[config.mk]
export PLATFORM = sky130hd
export DESIGN_NAME = dsp48a1_mac_sequencer_flat
export DESIGN_NICKNAME = d
export VERILOG_FILES = /design/src/rtl/dsp48a1_pkg.sv /design/src/rtl/dsp48a1_mac_sequencer_if.sv /design/src/rtl/dsp48a1_valid_pipe.sv /design/src/rtl/dsp48a1_mac_sequencer.sv /design/src/flat_wrapper.sv
export SDC_FILE = /design/constraint.sdc
export NUM_CORES = 1
export LEC_CHECK = 0
export CORE_ASPECT_RATIO = 1.1
export CORE_MARGIN = 5
export CORE_UTILIZATION = 46
export CTS_CLUSTER_SIZE = 40
export DETAILED_ROUTE_END_ITERATION = 16
export GPL_ROUTABILITY_DRIVEN = 1
export PLACE_DENSITY_LB_ADDON = 0.25
export SLEW_MARGIN = 30
export SYNTH_ARGS = -nofsm -noshare
export SYNTH_HDL_FRONTEND = slang
export SYNTH_SLANG_ARGS = --single-unit
export TNS_END_PERCENT = 1
[constraint.sdc]
create_clock -name clk -period 2.3 [get_ports clk]
set_clock_uncertainty 0.1 [all_clocks]
set_input_delay 0.46 -clock clk [delete_from_list [all_inputs] [get_ports clk]]
set_output_delay 0.46 -clock clk [all_outputs]
set_load 0.02 [all_outputs]
[src/rtl/dsp48a1_pkg.sv]
// Shared types and OPMODE encodings for the DSP48A1 MAC sequencer.
// X mux selects M for every beat; Z mux picks 0 on the first beat and P on the rest.
package dsp48a1_pkg;

    typedef enum logic [1:0] {
        ST_IDLE  = 2'd0,
        ST_RUN   = 2'd1,
        ST_DRAIN = 2'd2
    } state_t;

    // DSP48A1 OPMODE[1:0] is the X mux, OPMODE[3:2] is the Z mux.
    localparam logic [1:0] OPM_X_M    = 2'b01;
    localparam logic [1:0] OPM_Z_ZERO = 2'b00;
    localparam logic [1:0] OPM_Z_P    = 2'b10;

    localparam logic [7:0] OPM_LOAD_DEF = {4'b0000, OPM_Z_ZERO, OPM_X_M};
    localparam logic [7:0] OPM_ACC_DEF  = {4'b0000, OPM_Z_P,    OPM_X_M};

endpackage

[src/rtl/dsp48a1_mac_sequencer_if.sv]
// Job/handshake bundle between the operand source and the sequencer, plus the
// slice control outputs (clock enables, OPMODE) and job status.
interface dsp48a1_mac_sequencer_if #(
    parameter int LEN_W = 10
);
    logic             start;
    logic [LEN_W-1:0] len;
    logic             in_valid;
    logic             in_ready;
    logic             ce_a;
    logic             ce_b;
    logic             ce_m;
    logic             ce_p;
    logic [7:0]       opmode;
    logic             busy;
    logic             done;
    logic             err_len0;

    modport master (
        output start, len, in_valid,
        input  in_ready, ce_a, ce_b, ce_m, ce_p, opmode, busy, done, err_len0
    );

    modport slave (
        input  start, len, in_valid,
        output in_ready, ce_a, ce_b, ce_m, ce_p, opmode, busy, done, err_len0
    );
endinterface

[src/rtl/dsp48a1_valid_pipe.sv]
// Shadow of the slice pipeline: tracks which cycles carry a real beat and whether
// that beat is the first of its job, so M/P enables line up with the data.
module dsp48a1_valid_pipe #(
    parameter int PIPE_LAT = 3
) (
    input  logic clk,
    input  logic rst_n,
    input  logic beat_in,
    input  logic first_in,
    output logic m_valid,
    output logic p_valid,
    output logic p_first,
    output logic head_empty
);

    logic [PIPE_LAT-1:0] vld_q;
    logic [PIPE_LAT-1:0] fst_q;

    always_ff @(posedge clk or negedge rst_n) begin
        if (!rst_n) begin
            vld_q <= '0;
            fst_q <= '0;
        end else begin
            vld_q <= {vld_q[PIPE_LAT-2:0], beat_in};
            fst_q <= {fst_q[PIPE_LAT-2:0], beat_in & first_in};
        end
    end

    assign m_valid    = vld_q[PIPE_LAT-2];
    assign p_valid    = vld_q[PIPE_LAT-1];
    assign p_first    = fst_q[PIPE_LAT-1];
    // True when the beat at the P tap (if any) is the only one still in flight.
    assign head_empty = ~|vld_q[PIPE_LAT-2:0];

endmodule

[src/rtl/dsp48a1_mac_sequencer.sv]
// Sequences one DSP48A1 slice through an N-beat multiply-accumulate job.
//   state | meaning
//   IDLE  | waiting for start; len==0 flags err_len0
//   RUN   | accepting operand beats until len have been taken
//   DRAIN | no new beats; wait for the last one to reach P, then pulse done
module dsp48a1_mac_sequencer
    import dsp48a1_pkg::*;
#(
    parameter int         LEN_W    = 10,
    parameter int         PIPE_LAT = 3,
    parameter logic [7:0] OPM_LOAD = OPM_LOAD_DEF,
    parameter logic [7:0] OPM_ACC  = OPM_ACC_DEF
) (
    input logic                    clk,
    input logic                    rst_n,
    dsp48a1_mac_sequencer_if.slave bus
);

    localparam logic [LEN_W-1:0] ONE = LEN_W'(1);

    state_t           state_q, state_d;
    logic [LEN_W-1:0] len_q, len_d;
    logic [LEN_W-1:0] cnt_q, cnt_d;
    logic             done_q, done_d;
    logic             err_q, err_d;
    logic [7:0]       opmode_q, opmode_d;

    logic in_ready;
    logic accept;
    logic first_beat;
    logic m_valid;
    logic p_valid;
    logic p_first;
    logic head_empty;

    assign in_ready   = (state_q == ST_RUN) && (cnt_q < len_q);
    assign accept     = bus.in_valid & in_ready;
    assign first_beat = (cnt_q == '0);

    dsp48a1_valid_pipe #(
        .PIPE_LAT (PIPE_LAT)
    ) u_valid_pipe (
        .clk        (clk),
        .rst_n      (rst_n),
        .beat_in    (accept),
        .first_in   (first_beat),
        .m_valid    (m_valid),
        .p_valid    (p_valid),
        .p_first    (p_first),
        .head_empty (head_empty)
    );

    always_ff @(posedge clk or negedge rst_n) begin
        if (!rst_n) begin
            state_q  <= ST_IDLE;
            len_q    <= '0;
            cnt_q    <= '0;
            done_q   <= 1'b0;
            err_q    <= 1'b0;
            opmode_q <= 8'h00;
        end else begin
            state_q  <= state_d;
            len_q    <= len_d;
            cnt_q    <= cnt_d;
            done_q   <= done_d;
            err_q    <= err_d;
            opmode_q <= opmode_d;
        end
    end

    always_comb begin
        state_d = state_q;
        len_d   = len_q;
        cnt_d   = cnt_q;
        done_d  = 1'b0;
        err_d   = 1'b0;
        unique case (state_q)
            ST_IDLE: begin
                if (bus.start) begin
                    if (bus.len != '0) begin
                        state_d = ST_RUN;
                        len_d   = bus.len;
                        cnt_d   = '0;
                    end else begin
                        err_d = 1'b1;
                    end
                end
            end
            ST_RUN: begin
                if (accept) begin
                    cnt_d = cnt_q + ONE;
                    if (cnt_q == len_q - ONE) begin
                        state_d = ST_DRAIN;
                    end
                end
            end
            ST_DRAIN: begin
                // Stay in DRAIN through the done cycle so busy covers it.
                if (done_q) begin
                    state_d = ST_IDLE;
                end else if (p_valid && head_empty) begin
                    done_d = 1'b1;
                end
            end
            default: state_d = ST_IDLE;
        endcase
    end

    // OPMODE follows the beat at the P tap and holds through bubbles.
    always_comb begin
        opmode_d = opmode_q;
        if (p_valid) begin
            opmode_d = p_first ? OPM_LOAD : OPM_ACC;
        end
    end

    assign bus.in_ready = in_ready;
    assign bus.ce_a     = accept;
    assign bus.ce_b     = accept;
    assign bus.ce_m     = m_valid;
    assign bus.ce_p     = p_valid;
    assign bus.opmode   = opmode_d;
    assign bus.busy     = (state_q != ST_IDLE);
    assign bus.done     = done_q;
    assign bus.err_len0 = err_q;

endmodule

[src/flat_wrapper.sv]
// flat-port wrapper written by rule: the top's interface ports become plain ports
module dsp48a1_mac_sequencer_flat import dsp48a1_pkg::*;
#(
    parameter int         LEN_W    = 10,
    parameter int         PIPE_LAT = 3,
    parameter logic [7:0] OPM_LOAD = OPM_LOAD_DEF,
    parameter logic [7:0] OPM_ACC  = OPM_ACC_DEF
)
  (clk, rst_n, bus_start, bus_len, bus_in_valid, bus_in_ready, bus_ce_a, bus_ce_b, bus_ce_m, bus_ce_p, bus_opmode, bus_busy, bus_done, bus_err_len0);
  dsp48a1_mac_sequencer_if #(.LEN_W(LEN_W)) bus_i ();
  input logic clk;
  input logic rst_n;
  input wire logic [$bits(bus_i.start)-1:0] bus_start;
  input wire logic [$bits(bus_i.len)-1:0] bus_len;
  input wire logic [$bits(bus_i.in_valid)-1:0] bus_in_valid;
  output wire logic [$bits(bus_i.in_ready)-1:0] bus_in_ready;
  output wire logic [$bits(bus_i.ce_a)-1:0] bus_ce_a;
  output wire logic [$bits(bus_i.ce_b)-1:0] bus_ce_b;
  output wire logic [$bits(bus_i.ce_m)-1:0] bus_ce_m;
  output wire logic [$bits(bus_i.ce_p)-1:0] bus_ce_p;
  output wire logic [$bits(bus_i.opmode)-1:0] bus_opmode;
  output wire logic [$bits(bus_i.busy)-1:0] bus_busy;
  output wire logic [$bits(bus_i.done)-1:0] bus_done;
  output wire logic [$bits(bus_i.err_len0)-1:0] bus_err_len0;
  assign bus_i.start = bus_start;
  assign bus_i.len = bus_len;
  assign bus_i.in_valid = bus_in_valid;
  assign bus_in_ready = bus_i.in_ready;
  assign bus_ce_a = bus_i.ce_a;
  assign bus_ce_b = bus_i.ce_b;
  assign bus_ce_m = bus_i.ce_m;
  assign bus_ce_p = bus_i.ce_p;
  assign bus_opmode = bus_i.opmode;
  assign bus_busy = bus_i.busy;
  assign bus_done = bus_i.done;
  assign bus_err_len0 = bus_i.err_len0;
  dsp48a1_mac_sequencer #(.LEN_W(LEN_W), .PIPE_LAT(PIPE_LAT), .OPM_LOAD(OPM_LOAD), .OPM_ACC(OPM_ACC)) u_core (.clk(clk), .rst_n(rst_n), .bus(bus_i));
endmodule
Word-level counts from Yosys, hierarchy flattened
Index checks and enable logic that the tools add are counted.

storage, ports and cells
  register bits = 38
  bits of input ports = 14
  output and inout bits = 16
  word-level logic and storage cells = 51

operators by class
  $add $sub $neg = 2
  $lt $le $gt $ge = 1
  equal/unequal tests = 8
  multiplexer cells = 18
  bitwise operators = 2
  reductions and logical operators = 12

operators by type and width
  operator                                                               count
  10-bit two-way mux                                                     3
  10-bit one-hot mux with 2 select lines                                 1
  10-bit by 1-bit adder with 10-bit output, second input constant        1
  10-bit equality test                                                   1
  10-bit logical NOT                                                     1
  10-bit less-than comparator                                            1
  2-bit two-way mux                                                      5
  10-bit nonzero test                                                    1
  10-bit by 1-bit subtractor with 10-bit output, second input constant   1
  8-bit two-way mux                                                      1
  1-bit two-way mux                                                      6
  2-bit != test, second input constant                                   3
  2-bit one-hot mux with 3 select lines                                  1
  5-bit AND reduction                                                    1
  4-bit two-way mux                                                      1
  2-bit by 1-bit != test with 1-bit output, second input constant        2
  4-bit AND reduction                                                    1
  2-bit nonzero test                                                     2
  3-bit AND reduction                                                    1
  1-bit bitwise AND                                                      2
  2-bit by 1-bit equality test with 1-bit output, second input constant  1
  2-bit equality test, second input constant                             1
  1-bit logical AND                                                      2
  2-bit logical NOT                                                      1
  other kinds (2)                                                        2

Depth between registers and ports, before layout
  word-level depth = 6
  mapped depth = 9
  depth with buffers taken out = 9

Hierarchy
Synthesis repeated with hierarchy kept, for this count alone.

unflattened totals
  cell total of the unflattened synthesis = 218
  area, all modules = 2,068.2 µm²

modules (own cells, without submodules)
  module                 instances  cells each  area each (µm²)  sequential area each (µm²)
  dsp48a1_mac_sequencer  1          210         1,908.1          800.8
  dsp48a1_valid_pipe     1          8           160.2            150.1

Worst setup path after synthesis
Ideal clock, no wire load.

  kind = reg2out
  start point = reg u_core.cnt_q[9]
  end point = out bus_ce_b
  data arrival time = 1,796 ps
  data required time = 1,740 ps
  setup slack = -56 ps
  stages on the path, launching flop included = 7
  buffers on the path = 1
  path through = dfrtp_1 -> ha_1 -> a2111oi_0 -> nor3b_2 -> nand3_1 -> inv_1 -> buf_4

on the way
  longest elaborated chain between the ends = 3

RTL lines
  item                         line                         text
  start: declaration           dsp48a1_mac_sequencer.sv:23  logic [LEN_W-1:0] cnt_q, cnt_d;
  start signal: assignment     dsp48a1_mac_sequencer.sv:64  cnt_q <= cnt_d;
  10-bit less-than comparator  dsp48a1_mac_sequencer.sv:36  assign in_ready = (state_q == ST_RUN) && (cnt_q < len_q);
  1-bit logical AND            dsp48a1_mac_sequencer.sv:36
  1-bit bitwise AND            dsp48a1_mac_sequencer.sv:37  assign accept = bus.in_valid & in_ready;
  end: declaration             flat_wrapper.sv:18           output wire logic [$bits(bus_i.ce_b)-1:0] bus_ce_b;

Every way passes these cells.

Final worst setup path
  start point = reg u_core.len_q[9]
  end point = out bus_ce_b

on the way
  longest elaborated chain between the ends = 3

RTL lines
  item                         line                         text
  start: declaration           dsp48a1_mac_sequencer.sv:22  logic [LEN_W-1:0] len_q, len_d;
  start signal: assignment     dsp48a1_mac_sequencer.sv:63  len_q <= len_d;
  10-bit less-than comparator  dsp48a1_mac_sequencer.sv:36
  1-bit logical AND            dsp48a1_mac_sequencer.sv:36
  1-bit bitwise AND            dsp48a1_mac_sequencer.sv:37

Every way passes these cells.

==> results_dict.tcl <==
set metrics [dict create \
    synth_seq_cells 38 \
    place.gp.congestion 0.951 \
    synth_area_um2 2120 \
    drive_gt1_frac 0.262 \
    antenna_cells 0 \
    setup.worst_path.class "flop to output port" \
    syn-num-nets 252 \
    gr-usage-all-layers 0.216 \
    synth-xor-area-share 0.0497 \
    initial_core_util 0.483 \
    cts.sinks 38 \
    worst_slack_ns -0.210 \
    synth_top_family_by_area "simple AND/OR/NAND/NOR gates" \
    power_density_nw_per_um2 1160 \
    crit_start "u_core.len_q[9]" \
    drc 0 \
    cts.clk_slew.worst_paths_ns 0.08 \
    h-tree-depth 2 \
    final_common_cell "buf_4" \
    final_nets 327 \
    grt_pass1_wl_mm 9.78 \
    fin_crit_sh 1.09 \
    avgSynthCellArea_um2 9.40 \
    hold_viol 0 \
    ys_types 44 \
    cts_tree "built" \
    rr_worst_depth 9 \
    yosys_warnings 0 \
    slew_headroom 0.659 \
    ys_seq_area_frac 0.449 \
    status "complete, but fails checks" \
    peakVddDrop_uv 725 \
    dieArea_um2 6060 \
    cp.arrival_ns 1.95 \
    drt_iter0_drc 120 \
    worst_pin_slew_ns 0.505 \
    worstSkewPairLatency_ns 0.30 \
    grt_max_degree 22 \
    finalNonFillerCells 355 \
    place_ws_ns -0.546 \
    cts_root_buffer "clkbuf_8" \
    violations "setup timing" \
    synth.area.top_cells "dfrtp_1 (45%), ha_1 (7.7%), inv_1 (3.9%), o21ai_0 (3.8%), nand2_1 (3.5%)" \
    synthAdderAreaFrac 0.0769 \
    clk_path_buf_depth 2 \
    overflow 0 \
    whs_ns 0.00421 \
    async_reset_ff_frac 1.00 \
    cts_hold_buf 0 \
    layout_common_cells "buf_4 (46), dfrtp_1 (37), clkdlybuf4s50_1 (23)" \
    dr.pass1.iters 4 \
    dp.cells 341 \
    rsz0062_at_grt "yes" \
    worstSetupEndpointType "output port" \
    synth_top_area_share 0.449 \
    drv_cap 0 \
    die_w_um 74.7 \
    vias 1959 \
    max_freq_ghz 0.398 \
    dp_hpwl_mm 4.38 \
    p_leak_nw 1.32 \
    yosys.area.top_type "dfrtp_1" \
    coreArea_um2 4380 \
    routed_wl_mm 5.94 \
    fin_util 0.680 \
    ant_nets 0 \
    grt_pass1_vias 2022 \
    die_y_um 81.1 \
    r2r_setup_slack_ns -0.19 \
    ys.flop_type "dfrtp_1" \
    reg2reg_to "u_core.cnt_q[5]" \
    synth-edff-count 0 \
    numCtsBuffers 5 \
    netlist_instances 225 \
    worstSetupStartpointType "flop" \
    worst-path-max-fanout 3 \
    multi_input_area_um2 1120 \
    synth-simple-area-share 0.238 \
    port_buffers 29 \
    drv_slew 0 \
    syn2layout_area_growth_pct 40.7 \
    finalCriticalPeriod_ns 2.51 \
    reg2reg_from "u_core.len_q[9]" \
    ios 30 \
    synth_mux_area_frac 0.00946 \
    crit_end "bus_ce_b" \
    antenna_found_initial 0 \
    fill_cells 352 \
    wire_per_inst_um 16.7 \
    cp.required_ns 1.74 \
    synth_compound_area_frac 0.121 \
    power_mw 3.44 \
    seq_area_um2 952 \
    holdCritPathClass "input port to asynchronous set/reset pin" \
    setup_viol 5 \
    num_rows 25 \
    viasPerCell 5.52 \
]
## registers in the layout (all words and copies together) (netlist names)
name                       flops
u_core.opmode_q                8
u_core.bus.err_len0            1
u_core.cnt_q                  10
u_core.u_valid_pipe.fst_q      3
u_core.u_valid_pipe.vld_q      3
u_core.len_q                  10
u_core.state_q                 2
u_core.bus.done                1
## routing by layer
metal  vias to the layer above  routed length, µm  track usage
li1                        943                  -            -
met1                       928               2580        0.283
met2                        69               2870        0.343
met3                        19                302       0.0396
met4                         0                184        0.101
met5                         -                  0            0
## cell usage after synthesis (3+ instances only)
master    instances
o21ai_0          16
dfrtp_1          38
inv_1            22
xnor2_1           8
nor2_1           15
o211ai_1          4
nand2_1          20
xor2_1            4
a21oi_1           7
nor3_1            7
nand4_1           7
clkbuf_1          5
nor2b_1           8
nor4_1            4
ha_1             13
nand3_1          10
o31ai_1           3
## power by group
part | switching, mW | internal (mW)
Sequential | 0.116 | 0.848
Combinational | 1.03 | 0.948
Clock | 0.258 | 0.241
## logic make-up (layout without fill, tap and decap cells)
family | after synthesis | in the layout
compound gates | 41 | 41
mux | 2 | 2
simple gates | 89 | 89
buf+inv | 30 | 106
xor+xnor | 12 | 12
flops | 38 | 38
fa+ha+maj | 13 | 13
## cell type report
| type | count | area share |
|---|---|---|
| Timing Repair Buffer | 76 | 0.222 |
| Tap cell | 54 | 0.0227 |
| Clock buffer | 6 | 0.0277 |
| Multi-Input combinational cell | 157 | 0.375 |
| Inverter | 22 | 0.0286 |
| Clock inverter | 2 | 0.00420 |
| Sequential cell | 38 | 0.320 |
## timing repair
item / CTS / global route
endpoints found under the hold margin: 0 / 0
buffers inserted: 5 / 1
pin swaps: 6 / 2
resized for setup: 28 / 9
setup endpoints to repair: 8 / 12
## worst max-delay path, cell delays in order, from the launching register on
cell	delay [ns]
dfrtp_1	0.40
inv_2	0.09
ha_4	0.22
a2111oi_4	0.28
nor3b_2	0.23
buf_4	0.16
nand3_4	0.09
inv_4	0.08
buf_6	0.11
## worst min path at each step
stage / from / cells after the start / slack (ns) / endpoint
CTS: rst_n / 1 / 0.02 / u_core.cnt_q[5]
finish: rst_n / 1 / 0.004 / u_core.cnt_q[5]
global route: rst_n / 1 / 0.04 / u_core.cnt_q[5]
floorplan: rst_n / 0 / 0.06 / u_core.bus.done
detailed placement: u_core.u_valid_pipe.fst_q[1] / 0 / 0.24 / u_core.u_valid_pipe.fst_q[2]
global placement: u_core.u_valid_pipe.fst_q[1] / 0 / 0.24 / u_core.u_valid_pipe.fst_q[2]
## per-stage QoR
step / TNS (ns) / instance area [µm²]
detailed placement: -2.02 / 2750
CTS: -0.759 / 2940
global route: -1.63 / 2980
global placement: -1.29 / 2750
finish: -0.886 / 2980
floorplan: 0 / 2120
Power figures use the tool's default switching activity.
